File: src/rtl/alu_selftest.sv
// Built-in self-test engine for the lx32 ALU: applies a fixed 9-vector table and checks the results.
// Optional build macro ALU_SELFTEST_STOP_ON_FAIL_EN ends a run at the first mismatching vector.
package lx32_pkg;
  typedef enum logic [3:0] {
    ALU_ADD, ALU_SUB, ALU_AND, ALU_OR, ALU_XOR,
    ALU_SLL, ALU_SRL, ALU_SRA, ALU_SLT, ALU_SLTU
  } alu_op_e;
endpackage

package branches_pkg;
  typedef enum logic [2:0] {
    BR_EQ, BR_NE, BR_LT, BR_GE, BR_LTU, BR_GEU
  } branch_op_e;
endpackage

module alu_selftest
  import lx32_pkg::*;
  import branches_pkg::*;
#(
  parameter int WIDTH         = 32,
  parameter int SETTLE_CYCLES = 1,
  parameter int FAIL_CNT_W    = 4
) (
  input  logic                  clk,
  input  logic                  rst_n,
  input  logic                  start_i,
  output logic                  busy_o,
  output logic                  done_o,
  output logic                  pass_o,
  output logic [FAIL_CNT_W-1:0] fail_count_o,
  output logic [3:0]            first_fail_idx_o,
  output logic [WIDTH-1:0]      src_a_o,
  output logic [WIDTH-1:0]      src_b_o,
  output alu_op_e               alu_control_o,
  output logic                  is_branch_o,
  output branch_op_e            branch_op_o,
  input  logic [WIDTH-1:0]      alu_result_i,
  input  logic                  alu_branch_true_i
);

  if (WIDTH != 32) begin : g_bad_width
    $error("alu_selftest: WIDTH must be 32, the vector table is 32-bit");
  end
  if (SETTLE_CYCLES < 1) begin : g_bad_settle
    $error("alu_selftest: SETTLE_CYCLES must be >= 1");
  end

  localparam int CNT_W = (SETTLE_CYCLES > 1) ? $clog2(SETTLE_CYCLES) : 1;
  localparam logic [CNT_W-1:0]      CNT_INIT = CNT_W'(SETTLE_CYCLES - 1);
  localparam logic [CNT_W-1:0]      CNT_ONE  = 1;
  localparam logic [FAIL_CNT_W-1:0] FAIL_ONE = 1;
  localparam logic [3:0]            IDX_NONE = 4'hF;
  localparam logic [3:0]            IDX_LAST = 4'd8;

  typedef enum logic [1:0] {S_IDLE, S_APPLY, S_CHECK, S_DONE} state_e;

  typedef struct packed {
    logic [WIDTH-1:0] a;
    logic [WIDTH-1:0] b;
    alu_op_e          op;
    logic             is_br;
    branch_op_e       br_op;
    logic [WIDTH-1:0] exp_res;
    logic             exp_br;
  } vec_t;

  function automatic vec_t vec_at(input logic [3:0] i);
    vec_t v;
    case (i)
      4'd0:    v = '{32'h0000000A, 32'h00000005, ALU_ADD,  1'b0, BR_EQ,  32'h0000000F, 1'b0};
      4'd1:    v = '{32'h0000000A, 32'h00000005, ALU_SUB,  1'b0, BR_EQ,  32'h00000005, 1'b0};
      4'd2:    v = '{32'hFFFFFFFF, 32'h00000001, ALU_SLT,  1'b0, BR_EQ,  32'h00000001, 1'b0};
      4'd3:    v = '{32'hFFFFFFFF, 32'h00000001, ALU_SLTU, 1'b0, BR_EQ,  32'h00000000, 1'b0};
      4'd4:    v = '{32'hF0000000, 32'hF0000000, ALU_SLTU, 1'b1, BR_EQ,  32'h00000000, 1'b1};
      4'd5:    v = '{32'hFFFFFFFF, 32'h00000001, ALU_SLT,  1'b1, BR_LT,  32'h00000001, 1'b1};
      4'd6:    v = '{32'hFFFFFFFF, 32'h00000001, ALU_SLTU, 1'b1, BR_GEU, 32'h00000000, 1'b1};
      4'd7:    v = '{32'h80000000, 32'h00000001, ALU_SRA,  1'b0, BR_EQ,  32'hC0000000, 1'b0};
      4'd8:    v = '{32'h80000000, 32'h00000001, ALU_SRL,  1'b0, BR_EQ,  32'h40000000, 1'b0};
      default: v = '{'0, '0, ALU_ADD, 1'b0, BR_EQ, '0, 1'b0};
    endcase
    return v;
  endfunction

  state_e                  state_q, state_d;
  logic [3:0]              idx_q, idx_d;
  logic [CNT_W-1:0]        cnt_q, cnt_d;
  logic [FAIL_CNT_W-1:0]   fail_q, fail_d;
  logic [3:0]              ffi_q, ffi_d;
  logic                    pass_q, pass_d;
  logic [WIDTH-1:0]        src_a_q, src_a_d, src_b_q, src_b_d;
  alu_op_e                 op_q, op_d;
  logic                    is_br_q, is_br_d;
  branch_op_e              br_op_q, br_op_d;

  vec_t cur_vec, nxt_vec;
  logic mismatch, stop_run;

  assign cur_vec  = vec_at(idx_q);
  assign nxt_vec  = vec_at(idx_q + 4'd1);
  // 4-state compare so X/Z from a broken ALU counts as a failure
  assign mismatch = (alu_result_i !== cur_vec.exp_res) || (alu_branch_true_i !== cur_vec.exp_br);

`ifdef ALU_SELFTEST_STOP_ON_FAIL_EN
  assign stop_run = (idx_q == IDX_LAST) || mismatch;
`else
  assign stop_run = (idx_q == IDX_LAST);
`endif

  always_comb begin
    state_d = state_q;
    idx_d   = idx_q;
    cnt_d   = cnt_q;
    fail_d  = fail_q;
    ffi_d   = ffi_q;
    pass_d  = pass_q;
    src_a_d = src_a_q;
    src_b_d = src_b_q;
    op_d    = op_q;
    is_br_d = is_br_q;
    br_op_d = br_op_q;
    unique case (state_q)
      S_IDLE: begin
        if (start_i) begin
          state_d = S_APPLY;
          idx_d   = 4'd0;
          cnt_d   = CNT_INIT;
          fail_d  = '0;
          ffi_d   = IDX_NONE;
          pass_d  = 1'b0;
          src_a_d = vec_at(4'd0).a;
          src_b_d = vec_at(4'd0).b;
          op_d    = vec_at(4'd0).op;
          is_br_d = vec_at(4'd0).is_br;
          br_op_d = vec_at(4'd0).br_op;
        end
      end
      S_APPLY: begin
        if (cnt_q == '0) state_d = S_CHECK;
        else             cnt_d   = cnt_q - CNT_ONE;
      end
      S_CHECK: begin
        if (mismatch) begin
          if (fail_q != '1)     fail_d = fail_q + FAIL_ONE;
          if (ffi_q == IDX_NONE) ffi_d = idx_q;
        end
        if (stop_run) begin
          // pass is resolved here so it is already valid while done_o pulses
          state_d = S_DONE;
          pass_d  = (fail_d == '0);
          src_a_d = '0;
          src_b_d = '0;
          op_d    = ALU_ADD;
          is_br_d = 1'b0;
          br_op_d = BR_EQ;
        end else begin
          state_d = S_APPLY;
          idx_d   = idx_q + 4'd1;
          cnt_d   = CNT_INIT;
          src_a_d = nxt_vec.a;
          src_b_d = nxt_vec.b;
          op_d    = nxt_vec.op;
          is_br_d = nxt_vec.is_br;
          br_op_d = nxt_vec.br_op;
        end
      end
      S_DONE:  state_d = S_IDLE;
      default: state_d = S_IDLE;
    endcase
  end

  always_ff @(posedge clk or negedge rst_n) begin
    if (!rst_n) begin
      state_q <= S_IDLE;
      idx_q   <= 4'd0;
      cnt_q   <= '0;
      fail_q  <= '0;
      ffi_q   <= IDX_NONE;
      pass_q  <= 1'b0;
      src_a_q <= '0;
      src_b_q <= '0;
      op_q    <= ALU_ADD;
      is_br_q <= 1'b0;
      br_op_q <= BR_EQ;
    end else begin
      state_q <= state_d;
      idx_q   <= idx_d;
      cnt_q   <= cnt_d;
      fail_q  <= fail_d;
      ffi_q   <= ffi_d;
      pass_q  <= pass_d;
      src_a_q <= src_a_d;
      src_b_q <= src_b_d;
      op_q    <= op_d;
      is_br_q <= is_br_d;
      br_op_q <= br_op_d;
    end
  end

  assign busy_o           = (state_q != S_IDLE);
  assign done_o           = (state_q == S_DONE);
  assign pass_o           = pass_q;
  assign fail_count_o     = fail_q;
  assign first_fail_idx_o = ffi_q;
  assign src_a_o          = src_a_q;
  assign src_b_o          = src_b_q;
  assign alu_control_o    = op_q;
  assign is_branch_o      = is_br_q;
  assign branch_op_o      = br_op_q;

endmodule
File: config.mk
export PLATFORM = sky130hd
export DESIGN_NAME = alu_selftest
export DESIGN_NICKNAME = d
export VERILOG_FILES = /design/src/rtl/alu_selftest.sv
export SDC_FILE = /design/constraint.sdc
export NUM_CORES = 1
export LEC_CHECK = 0
export BUFFER_PORTS_ARGS = -buffer_cell sky130_fd_sc_hd__buf_2
export CAP_MARGIN = 20
export CORE_ASPECT_RATIO = 0.6
export CORE_MARGIN = 2
export CORE_UTILIZATION = 45
export CTS_CLUSTER_SIZE = 12
export DETAILED_ROUTE_END_ITERATION = 12
export PLACE_DENSITY = 0.81
export SETUP_SLACK_MARGIN = 0.5
export SYNTH_ARGS = -nofsm -noshare
export SYNTH_HDL_FRONTEND = slang
export SYNTH_SLANG_ARGS = --single-unit
File: constraint.sdc
create_clock -name clk -period 3.5 [get_ports clk]
set_clock_uncertainty 0.05 [all_clocks]
set_input_delay 0.7 -clock clk [delete_from_list [all_inputs] [get_ports clk]]
set_output_delay 0.7 -clock clk [all_outputs]
set_load 0.01 [all_outputs]
# == After elaboration in Yosys (flattened, before gate mapping) ==
# Memories as Yosys holds them, arrays and structs flattened.
# Cells that the tools add are included.
# totals
ff_bits,88
rom_bits,1696
input_bits,36
output_inout_bits,83
wordCells,76
n_memories,2
# mem_list
name,depth,word_bits,rd,rd_ports_with_merged_regs,wr,line_no,source
(name not given),16,53,1,0,0,69,case (i)
(name not given),16,53,1,0,0,69,
# classes
add_sub_neg,3
eq_ne,14
mux,34
n_reduce_logical,12
# ops
op,n
$mux 32,4
$pmux 32 s2,2
$mux 4,9
$nex 32x32->1,1
$pmux 4 s2,4
$ne 2x2->1 const B,6
$reduce_and 3->1,3
$add 4x1->4 const B,2
$eq 4x4->1 const B,2
$pmux 2 s4,1
$mux 2,3
$mux 3,2
$pmux 3 s2,1
$mux 1,5
$eq 2x2->1 const B,2
$logic_not 4->1,1
$ne 4x4->1 const B,1
$pmux 1 s2,2
$reduce_and 2->1,2
$reduce_and 4->1,1
$reduce_bool 2->1,2
$pmux 1 s3,1
$reduce_bool 3->1,1
$eq 2x1->1 const B,1
4 further kinds,4

# == Longest topological paths before layout ==
# Gate-level depths: netlist of the first run.
# An unclocked memory read counts as a cell.
# logic_depth
ltp_word,8
mapped_depth,9
ltp_nobuf,9

# == Worst setup path before layout of the first run ==
# OpenSTA, ideal clock, no wires.
# synth_path
path_type,register -> register
startpoint,register idx_q[0]
endpoint,register pass_q (netlist: pass_o)
setup_ps,77
t_arrival_ps,2394
required_time_ps,3373
slack_ps,979
stages_incl_launch_ff,10
n_path_buf,0
synth_period_minus_slack_ps,2521
cell_sequence,dfrtp_1 inv_1 ha_1 or3b_1 a2111oi_2 nor4b_4 nand3_2 mux2i_1 o221a_2 a21oi_1
# synth_between
elab_chain_cells,8
word_cells_on_any_way,12
classes_between,eq/ne (4); mux (4); reduce/logical (3); memory (1)
# synth_lines
element,line_no,source
"start, declared",85,"logic [3:0] idx_q, idx_d;"
"start signal, assigned",186,idx_q <= idx_d;
$mem_v2 16x53,-,
$nex 32x32->1 or $nex 1x1->1 (tied branches),101,assign mismatch = (alu_result_i !== cur_vec.exp_res) || (alu_branch_true_i !== cur_vec.exp_br);
$logic_or 1x1->1,101,
$mux 4,142,if (mismatch) begin
$mux 4,121,unique case (state_q)
$logic_not 4->1,149,pass_d = (fail_d == '0);
$mux 1,146,if (stop_run) begin
$pmux 1 s2,121,
"end signal, assigned",190,pass_q <= pass_d;
"end, declared",89,"logic pass_q, pass_d;"
# Several ways; a longest one is shown, not always the timed one. The select of a mux whose other input is x is not followed.
# A chain may end at the register's enable or synchronous reset.

# == Final worst setup path of the first run ==
# Same ends and word-level chain as after synthesis.

==> results of run 1 <==
-- how the worst min path moves through the flow --
stage                        start               end
floorplan                    rst_n  alu_control_o[0]
global placement    branch_op_o[1]    branch_op_o[1]
detailed placement  branch_op_o[1]    branch_op_o[1]
CTS                          rst_n    branch_op_o[0]
global route                 rst_n    branch_op_o[0]
finish                       rst_n    branch_op_o[0]
-- per-layer routing --
metal  GRT usage  wire (um)  vias to the layer above
met2       0.266       2030                       72
li1            -          -                      856
met3      0.0449        346                        2
met5           0          0                        -
met4      0.0149         18                        0
met1       0.252       2160                      797
-- what timing repair did --
item / 4_1_cts / 5_1_grt
hold buffers: 0 / 0
resized for setup: 0 / 3
setup endpoints to repair: 0 / 3
-- layout make-up --
type | count | area [um2] | share of cell area
clock inverters | 1 | 7.51 | 0.00325
flip-flops and latches | 27 | 683 | 0.295
multi-input cells | 163 | 1010 | 0.436
clock buffers | 3 | 41.3 | 0.0179
repair buffers | 92 | 460 | 0.199
inverters | 9 | 33.8 | 0.0146
well taps | 63 | 78.8 | 0.0341
-- worst reg2reg max path, cell delays in order (launching register included) --
cell and delay [ns]:
dfrtp_2 0.50, inv_1 0.13, ha_2 0.25, or3b_1 0.38
a2111oi_2 0.39, nor4b_4 0.31, nand3_2 0.21, mux2i_1 0.16
o221a_2 0.24, a21oi_1 0.12
-- placed cells by master (no fill, tap or decap), types with 5 or more instances in the layout --
cell type	n
nand2b_1	7
buf_2	92
conb_1	26
ha_1	8
nor4_1	8
a21oi_1	11
nand2_1	16
o21ai_1	7
nand3b_1	5
dfrtp_1	21
inv_1	8
o21ai_0	11
nor2_1	15
-- logic make-up (layout without fill, tap and decap cells) --
logic type / Yosys count / count (layout)
buf+inv: 76 / 105
simple gates: 73 / 73
compound gates: 51 / 51
flops: 27 / 27
fa+ha+maj: 9 / 9
xor+xnor: 2 / 2
mux: 2 / 2
other cells: 1 / 26
-- metrics by stage --
step           worst slack, ns  instance area (um2)   util  hold WS [ns]  total power, W
3_3_place_gp             0.831                 2260  0.497         0.416         0.00148
2_1_floorplan            0.979                 2200      -         0.354         0.00137
4_1_cts                  0.602                 2310  0.508         0.386         0.00169
3_5_place_dp             0.639                 2260  0.497         0.419         0.00150
5_1_grt                  0.527                 2310  0.509         0.408         0.00182
6_report                 0.688                 2310  0.509         0.360         0.00169
-- power groups by stage --
stage                     clock (W)  sequential, W  combinational (W)
after CTS                  0.000188       0.000565           0.000938
after global placement            0       0.000560           0.000919
after detailed placement          0       0.000571           0.000931
after floorplan                   0       0.000563           0.000809
final                      0.000184       0.000568           0.000938
after global routing       0.000201       0.000591            0.00103
-- sequential cells by signal (all words and copies together), names as in the netlist --
signal            count
fail_count_o          4
first_fail_idx_o      4
idx_q                 4
src_a_o               4
src_b_o               3
alu_control_o         2
branch_op_o           2
state_q               2
is_branch_o           1
pass_o                1
==> load_flow_metrics.sql, run 1 <==
INSERT INTO impl_metrics (metric_group, metric, value, unit) VALUES
('outcome', 'status', 'finished clean', ''),
('final_layout', 'drive_above_1_share', '0.383', ''),
('grt', 'grt_max_degree', '28', ''),
('synth', 'synthSimpleGateAreaFrac', '0.201', ''),
('placed_design', 'port-buffer-count', '92', ''),
('clock_network', 'cts.reportedPaths.clkPinSlew', '0.10', 'ns'),
('setup_path', 'setup.worst_path.class', 'flip-flop to flip-flop', ''),
('grt', 'first_global_vias', '1522', ''),
('detailed_routing', 'drt-vias-per-instance', '4.82', ''),
('setup_path', 'crit-reg2reg-capture', 'pass_o', ''),
('setup_path', 'cpLargestDelayFamily', 'simple AND/OR/NAND/NOR gates', ''),
('setup_path', 'regToRegSetupSlack', '0.69', 'ns'),
('setup_path', 'required_worst_endpoint', '3.65', 'ns'),
('placed_design', 'hpwlAfterDp', '3.65', 'mm'),
('floorplanning', 'horizontal_die_dimension', '92.3', 'um'),
('clock_network', 'cts_tree', 'built', ''),
('floorplanning', 'die-area', '5260', 'um2'),
('setup_path', 'timing.critical_path.cells', 'inv_1, ha_2, or3b_1, a2111oi_2, nor4b_4, nand3_2, mux2i_1, o221a_2, a21oi_1', ''),
('synth', 'post_synth_num_cell_types', '44', ''),
('detailed_routing', 'firstDrtPassIters', '4', ''),
('final_layout', 'non_filler_cells_final', '358', ''),
('setup_path', 'worst_setup_path_start_kind', 'flip-flop', ''),
('timing', 'max_slew.worst_pin.slew', '0.682', 'ns'),
('timing', 'finalSetupViolCount', '0', ''),
('setup_path', 'arrival', '2.96', 'ns'),
('timing', 'final.setup.tns', '0', 'ns'),
('synth', 'synth_top_cells_by_area', 'dfrtp_1 27%, buf_4 21%, ha_1 5.4%', ''),
('pwr', 'leakage', '1.21', 'nW'),
('pwr', 'power_frac_seq', '0.336', ''),
('placed_design', 'place.gp.congestion', '0.874', ''),
('clock_network', 'cts_max_level', '1', ''),
('final_layout', 'fillers', '450', ''),
('clock_network', 'cts.sinks', '27', ''),
('synth', 'netlist.area_leader.share', '0.273', ''),
('pwr', 'share_clk_of_total_power', '0.109', ''),
('floorplanning', 'starting_density', '0.463', ''),
('synth', 'synth_enable_flop_cells', '0', ''),
('detailed_routing', 'total_length_of_routed_wires', '4.56', 'mm'),
('synth', 'synth_xor_xnor_area_share', '0.00832', ''),
('pwr', 'pwr_per_cell_area', '731', 'nW/um2'),
('grt', 'gr-usage-all-layers', '0.171', ''),
('clock_network', 'clock_tree.buffer_depth', '2', ''),
('setup_path', 'worst_reg_to_reg_cells', '9', ''),
('setup_path', 'critical_path.reg2reg.startpoint', 'idx_q[0]', ''),
('detailed_routing', 'wl_per_cell', '12.7', 'um'),
('setup_path', 'worstSetupPathDepth', '9', ''),
('clock_network', 'worst_skew_pair.late_latency', '0.28', 'ns'),
('detailed_routing', 'vias', '1727', ''),
('synth', 'synthesis.instances', '241', ''),
('final_layout', 'layout.nets', '341', ''),
('flow_run', 'cap_violations', '0', ''),
('timing', 'rsz0062_at_grt', 'false', ''),
('synth', 'postSynth.asyncResetShare', '1.00', ''),
('synth', 'share_of_the_synthesized_area_in_compound_gates_ao_oa_aoi_oai', '0.159', ''),
('floorplanning', 'die-height', '57.0', 'um'),
('pwr', 'fraction_of_power_spent_switching_nets', '0.468', ''),
('synth', 'synth_adder_area_share', '0.0535', ''),
('detailed_routing', 'drc_errors', '0', ''),
('pwr', 'power.internal', '0.000900', 'W'),
('synth', 'synth.cell_area', '2100', 'um2'),
('synth', 'post_synthesis_area_per_instance', '8.73', 'um2'),
('detailed_routing', 'final_antenna_net_count', '0', ''),
('detailed_routing', 'drt_iter0_drc', '89', ''),
('synth', 'ys_top_cells_by_count', '60 x buf_4, 23 x dfrtp_1, 16 x nand2_1', ''),
('synth', 'synth.mux.area_fraction', '0.00951', ''),
('setup_path', 'crit_end', 'pass_o', ''),
('setup_path', 'end_kind', 'flip-flop', ''),
('synth', 'sequential_element_share_of_the_synthesized_area', '0.323', ''),
('synth', 'top_cell_type_by_total_area_after_synthesis', 'dfrtp_1', ''),
('setup_path', 'critical_path.n_buffers_inverters', '1', ''),
('floorplanning', 'fp-row-count', '19', '');
(Power assumes the default switching activity.)
==> run 2: changes to the inputs <==
==> constraint.sdc (replaced) <==
create_clock -name clk -period 2.7 [get_ports clk]
set_clock_uncertainty 0.05 [all_clocks]
set_input_delay 0.54 -clock clk [delete_from_list [all_inputs] [get_ports clk]]
set_output_delay 0.54 -clock clk [all_outputs]
set_load 0.01 [all_outputs]
==> run 2 against run 1 <==
Compared with the run above:
- critical path depth unchanged
- flip-flop and latch count unchanged
- combinational power increased by 64%
- critical path type unchanged
- largest cell class unchanged
- highest routed layer is now met3
==> load_flow_metrics.sql, run 2 (synthesized netlist as in run 1, its figures left out) <==
INSERT INTO impl_metrics (metric_group, metric, value, unit) VALUES
('floorplanning', 'fp-row-count', '19', ''),
('clock_network', 'cts-buffers-inserted', '3', ''),
('timing', 'max_slew_margin', '0.450', ''),
('pwr', 'pwr_per_cell_area', '947', 'nW/um2'),
('grt', 'first_global_vias', '1498', ''),
('detailed_routing', 'drt_iter0_drc', '99', ''),
('final_layout', 'finalInstanceArea', '2620', 'um2'),
('setup_path', 'critPathMaxFanout', '2', ''),
('placed_design', 'hpwlAfterDp', '3.61', 'mm'),
('timing', 'max_slew.worst_pin.slew', '0.824', 'ns'),
('floorplanning', 'horizontal_die_dimension', '92.3', 'um'),
('setup_path', 'crit-reg2reg-capture', 'pass_o', ''),
('setup_path', 'timing.critical_path.slowest_stage_cell', 'dfrtp_2', ''),
('placed_design', 'place.gp.congestion', '0.911', ''),
('placed_design', 'port-buffer-count', '92', ''),
('placed_design', 'placement.cell_area', '2290', 'um2'),
('detailed_routing', 'drt-vias-per-instance', '4.85', ''),
('floorplanning', 'pin_count', '119', ''),
('clock_network', 'worst_skew_pair.late_latency', '0.28', 'ns'),
('setup_path', 'worst_setup_path_start_kind', 'flip-flop', ''),
('setup_path', 'crit_end', 'pass_o', ''),
('clock_network', 'cts_max_level', '1', ''),
('grt', 'wire_length_of_the_first_global_routing_pass', '7.60', 'mm'),
('detailed_routing', 'wl_per_cell', '13.3', 'um'),
('pwr', 'leakage', '1.34', 'nW'),
('clock_network', 'clock_tree.buffer_depth', '2', ''),
('clock_network', 'cts.reportedPaths.clkPinSlew', '0.10', 'ns'),
('final_layout', 'fillers', '405', ''),
('grt', 'gr-total-overflow', '0', ''),
('timing', 'finalSetupViolCount', '0', ''),
('setup_path', 'required_worst_endpoint', '2.86', 'ns'),
('flow_run', 'cap_violations', '0', ''),
('grt', 'grt_max_degree', '28', ''),
('timing', 'finalMaxSlewViolations', '0', ''),
('setup_path', 'end_kind', 'flip-flop', ''),
('timing', 'max_clock_freq', '400', 'MHz'),
('detailed_routing', 'drc_errors', '0', ''),
('floorplanning', 'die-area', '5260', 'um2'),
('detailed_routing', 'final_antenna_net_count', '0', ''),
('timing', 'final.setup.tns', '0', 'ns'),
('grt', 'number_of_antenna_violations_at_the_first_check_in_global_routing', '0', ''),
('timing', 'rsz0062_at_grt', 'true', ''),
('setup_path', 'setup.worst_path.class', 'flip-flop to flip-flop', ''),
('final_layout', 'layout.nets', '359', ''),
('timing', 'crit_path_time_final', '2.50', 'ns'),
('timing', 'timing.final.hold_violations', '0', ''),
('floorplanning', 'die-height', '57.0', 'um'),
('setup_path', 'crit_path_max_incr_delay', '0.44', 'ns'),
('setup_path', 'timing.critical_path.cells', 'inv_2, ha_4, or3b_1, a2111oi_2, nor4b_4, a31oi_1, mux2i_1, o2111ai_2, a21oi_2', ''),
('final_layout', 'layout.cells.most_common', 'buf_2', ''),
('clock_network', 'cts_root_buffer', 'clkbuf_8', ''),
('outcome', 'status', 'finished clean', ''),
('floorplanning', 'starting_density', '0.463', ''),
('pwr', 'peakVddDrop', '0.602', 'mV'),
('timing', 'timing.final.crit_share', '0.925', ''),
('clock_network', 'cts.sinks', '27', ''),
('setup_path', 'worst_reg_to_reg_cells', '9', ''),
('detailed_routing', 'vias', '1825', ''),
('setup_path', 'critical_path.reg2reg.startpoint', 'idx_q[1]', ''),
('setup_path', 'arrival', '2.65', 'ns'),
('final_layout', 'layout_common_cells', '92 x buf_2, 26 x conb_1, 20 x dfrtp_1', ''),
('min_path', 'min_path_type', 'input pin to async pin', ''),
('detailed_routing', 'total_length_of_routed_wires', '4.98', 'mm'),
('setup_path', 'cp-startpoint', 'idx_q[1]', ''),
('grt', 'gr-usage-all-layers', '0.179', ''),
('floorplanning', 'coreArea', '4540', 'um2'),
('setup_path', 'regToRegSetupSlack', '0.20', 'ns'),
('detailed_routing', 'firstDrtPassIters', '4', ''),
('clock_network', 'cts_tree', 'built', ''),
('final_layout', 'antenna-diode-count', '0', ''),
('clock_network', 'cts_hold_buf', '0', ''),
('final_layout', 'area_delta_synth_final', '24.6', '%'),
('final_layout', 'drive_above_1_share', '0.486', '');
-- run 2: changes by cell type in the layout (fill, tap and decap cells not counted), moves of 3 or more --
cell / before / now
o21ai_1: 7 / 4
buf_4: 0 / 14
a21oi_2: 0 / 3
a21oi_1: 11 / 7
buf_6: 0 / 4
-- run 2: routing by layer --
layer / vias to the layer above / part of all wire / global-route usage
met3: 0 / 0.055 / 0.0370
met4: 0 / 0 / 0.0213
met5: - / 0 / 0
met1: 869 / 0.46 / 0.276
li1: 897 / - / -
met2: 59 / 0.48 / 0.270
-- run 2: final cells by class --
class | count | area (um2) | share of cell area
clock buffer | 3 | 41.3 | 0.0157
clock inverter | 1 | 7.51 | 0.00286
inverter | 9 | 33.8 | 0.0129
multi-input combinational | 163 | 1170 | 0.445
sequential | 27 | 684 | 0.261
tap | 63 | 78.8 | 0.0301
timing repair buffer | 110 | 611 | 0.233
-- run 2: how the worst min path moves through the flow --
stage,endpoint,slack [ns],cells past startpoint
floorplan,alu_control_o[0],0.19,0
global placement,src_a_o[31],0.42,2
detailed placement,src_a_o[31],0.44,2
CTS,src_a_o[31],0.23,1
global route,branch_op_o[0],0.24,1
finish,branch_op_o[0],0.21,1
-- run 2: stage by stage --
| stage | hold WS (ns) | power [W] | utilization | setup slack (ns) | std cells |
|---|---|---|---|---|---|
| 2_1_floorplan | 0.194 | 0.00180 | - | 0.357 | 266 |
| 3_3_place_gp | 0.420 | 0.00196 | 0.504 | 0.217 | 356 |
| 3_5_place_dp | 0.439 | 0.00198 | 0.504 | 0.106 | 356 |
| 4_1_cts | 0.229 | 0.00233 | 0.540 | 0.194 | 372 |
| 5_1_grt | 0.243 | 0.00267 | 0.578 | 0.0709 | 376 |
| 6_report | 0.207 | 0.00248 | 0.578 | 0.203 | 376 |
-- run 2: repair_timing --
item                       CTS  global route
setup endpoints to repair    9            19
setup buffers               12             4
pin swaps                   10            16
gates resized for setup      6            25
-- run 2: worst max-delay path, delay by kind of cell, from the launching register on --
kind	cells	cell delay (ns)
AOI/OAI and AO/OA	4	0.79
buffers and inverters	1	0.08
muxes	1	0.25
and+or+nand+nor	2	0.70
adders and majority gates	1	0.13
DFF	1	0.44
-- run 2: report_power, final --
group	switching, W	leakage (nW)	total, W	internal [W]
combinational	0.000852	0.983	0.00154	0.000690
sequential	0.000157	0.334	0.000706	0.000549
clock	0.000130	0.0217	0.000235	0.000105
==> run 3: changes to the inputs <==
--- a/config.mk
+++ b/config.mk
@@ -13,7 +13,6 @@
 export CTS_CLUSTER_SIZE = 12
 export DETAILED_ROUTE_END_ITERATION = 12
 export PLACE_DENSITY = 0.81
-export SETUP_SLACK_MARGIN = 0.5
 export SYNTH_ARGS = -nofsm -noshare
 export SYNTH_HDL_FRONTEND = slang
 export SYNTH_SLANG_ARGS = --single-unit
==> run 3 against run 2 <==
Compared with the run above:
- non-clock buffer count decreased by 10
- combinational power shrank 15%
- maximum frequency shrank 0.70%
- die area unchanged
- first-iteration DRC count rose by 36%
- setup slack got worse by 0.018 ns
- register-to-register slack got worse by 0.02 ns
==> load_flow_metrics.sql, run 3 (synthesized netlist as in run 1, its figures left out) <==
INSERT INTO impl_metrics (metric_group, metric, value, unit) VALUES
('placed_design', 'preCtsSetupSlack', '0.105', 'ns'),
('placed_design', 'port-buffer-count', '92', ''),
('floorplanning', 'die-area', '5260', 'um2'),
('grt', 'first_global_vias', '1615', ''),
('clock_network', 'cts_hold_buf', '0', ''),
('timing', 'final.setup.tns', '0', 'ns'),
('clock_network', 'clock_tree.buffer_depth', '2', ''),
('final_layout', 'area_delta_synth_final', '13.3', '%'),
('grt', 'number_of_antenna_violations_at_the_first_check_in_global_routing', '0', ''),
('timing', 'finalSetupViolCount', '0', ''),
('final_layout', 'antenna-diode-count', '0', ''),
('detailed_routing', 'drt-vias-per-instance', '4.99', ''),
('setup_path', 'crit-reg2reg-capture', 'pass_o', ''),
('timing', 'timing.final.hold_violations', '0', ''),
('setup_path', 'worst_setup_path_start_kind', 'flip-flop', ''),
('setup_path', 'end_kind', 'flip-flop', ''),
('detailed_routing', 'wl_per_cell', '12.7', 'um'),
('final_layout', 'layout.cells.most_common', 'buf_2', ''),
('timing', 'max_slew_margin', '0.494', ''),
('min_path', 'min_path_type', 'input pin to async pin', ''),
('floorplanning', 'starting_density', '0.463', ''),
('clock_network', 'cts_root_buffer', 'clkbuf_8', ''),
('grt', 'grt_max_degree', '28', ''),
('timing', 'rsz0062_at_grt', 'false', ''),
('setup_path', 'setup.worst_path.class', 'flip-flop to flip-flop', ''),
('placed_design', 'hpwlAfterDp', '3.69', 'mm'),
('timing', 'post-route-worst-setup-slack', '0.185', 'ns'),
('pwr', 'report.power.total', '0.00225', 'W'),
('setup_path', 'critPathMaxFanout', '8', ''),
('timing', 'max_clock_freq', '398', 'MHz'),
('pwr', 'leakage', '1.24', 'nW'),
('clock_network', 'cts_tree', 'built', ''),
('setup_path', 'required_worst_endpoint', '2.86', 'ns'),
('timing', 'max_slew.worst_pin.slew', '0.753', 'ns'),
('detailed_routing', 'drc_errors', '0', ''),
('setup_path', 'regToRegSetupSlack', '0.19', 'ns'),
('grt', 'wire_length_of_the_first_global_routing_pass', '7.67', 'mm'),
('detailed_routing', 'vias', '1825', ''),
('pwr', 'peakVddDrop', '0.537', 'mV'),
('placed_design', 'place.gp.congestion', '0.878', ''),
('final_layout', 'layout_common_cells', '92 x buf_2, 26 x conb_1, 23 x dfrtp_1', ''),
('floorplanning', 'horizontal_die_dimension', '92.3', 'um'),
('timing', 'crit_path_time_final', '2.51', 'ns'),
('setup_path', 'arrival', '2.68', 'ns'),
('clock_network', 'cts.reportedPaths.clkPinSlew', '0.10', 'ns'),
('detailed_routing', 'final_antenna_net_count', '0', ''),
('flow_run', 'cap_violations', '0', ''),
('setup_path', 'critical_path.reg2reg.startpoint', 'idx_q[0]', ''),
('floorplanning', 'coreArea', '4540', 'um2'),
('final_layout', 'non_filler_cells_final', '366', ''),
('grt', 'gr-total-overflow', '0', ''),
('timing', 'timing.final.crit_share', '0.931', ''),
('detailed_routing', 'total_length_of_routed_wires', '4.67', 'mm'),
('detailed_routing', 'firstDrtPassIters', '4', ''),
('outcome', 'status', 'finished clean', ''),
('setup_path', 'worst_reg_to_reg_cells', '9', ''),
('final_layout', 'layout.nets', '349', ''),
('grt', 'gr-usage-all-layers', '0.179', ''),
('clock_network', 'cts-buffers-inserted', '3', ''),
('floorplanning', 'die-height', '57.0', 'um'),
('floorplanning', 'pin_count', '119', ''),
('pwr', 'pwr_per_cell_area', '945', 'nW/um2'),
('placed_design', 'dpl.cell_count', '359', ''),
('floorplanning', 'fp-row-count', '19', ''),
('final_layout', 'fillers', '443', ''),
('clock_network', 'cts.sinks', '27', ''),
('final_layout', 'drive_above_1_share', '0.403', ''),
('clock_network', 'cts_max_level', '1', ''),
('detailed_routing', 'drt_iter0_drc', '135', ''),
('timing', 'finalMaxSlewViolations', '0', ''),
('clock_network', 'worst_skew_pair.late_latency', '0.28', 'ns');
## run 3: final cells by class
class | instances | area [um2] | share of cell area
multi-input cells | 163 | 1020 | 0.428
flip-flops and latches | 27 | 681 | 0.286
repair buffers | 100 | 520 | 0.218
well taps | 63 | 78.8 | 0.0331
clock buffers | 3 | 41.3 | 0.0173
inverters | 9 | 33.8 | 0.0142
clock inverters | 1 | 7.51 | 0.00315
## run 3: worst max-delay path by stage
| stage | startpoint | end | slack [ns] | depth (start not counted) |
|---|---|---|---|---|
| 2_1_floorplan | idx_q[0] | pass_o | 0.18 | 9 |
| 3_3_place_gp | idx_q[0] | pass_o | 0.18 | 9 |
| 3_5_place_dp | idx_q[0] | pass_o | 0.11 | 9 |
| 4_1_cts | idx_q[0] | pass_o | 0.07 | 9 |
| 5_1_grt | idx_q[0] | pass_o | 0.03 | 9 |
| 6_report | idx_q[0] | pass_o | 0.19 | 9 |
## run 3: repair_timing
item / in CTS / in global routing
buffers inserted: 0 / 3
endpoints found under the setup margin: 0 / 7
resized for setup: 0 / 5
## run 3: worst max-delay path, cell delays in order (launching register included)
cell       delay [ns]
dfrtp_1          0.44
inv_2            0.09
ha_2             0.18
or3b_1           0.37
a2111oi_2        0.30
nor4b_4          0.32
nand3_4          0.17
mux2i_2          0.19
o221a_2          0.24
a21oi_1          0.10
## run 3: metrics by stage
stage / hold slack [ns] / instance area, um2 / util
3_5_place_dp: 0.430 / 2300 / 0.506
4_1_cts: 0.233 / 2340 / 0.516
5_1_grt: 0.253 / 2380 / 0.525
6_report: 0.205 / 2380 / 0.525
3_3_place_gp: 0.415 / 2300 / 0.506
2_1_floorplan: 0.194 / 2200 / -
## run 3: per-layer routing
metal | GRT usage | wire length (um) | vias to the layer above
met3 | 0.0357 | 424 | 0
li1 | - | - | 885
met4 | 0.0192 | 0 | 0
met5 | 0 | 0 | -
met2 | 0.294 | 2110 | 90
met1 | 0.256 | 2130 | 850
## run 3: where the power goes
part | internal, W | switching, W | leakage (nW)
Clock | 0.000105 | 0.000136 | 0.0217
Combinational | 0.000563 | 0.000743 | 0.883
Sequential | 0.000546 | 0.000160 | 0.338
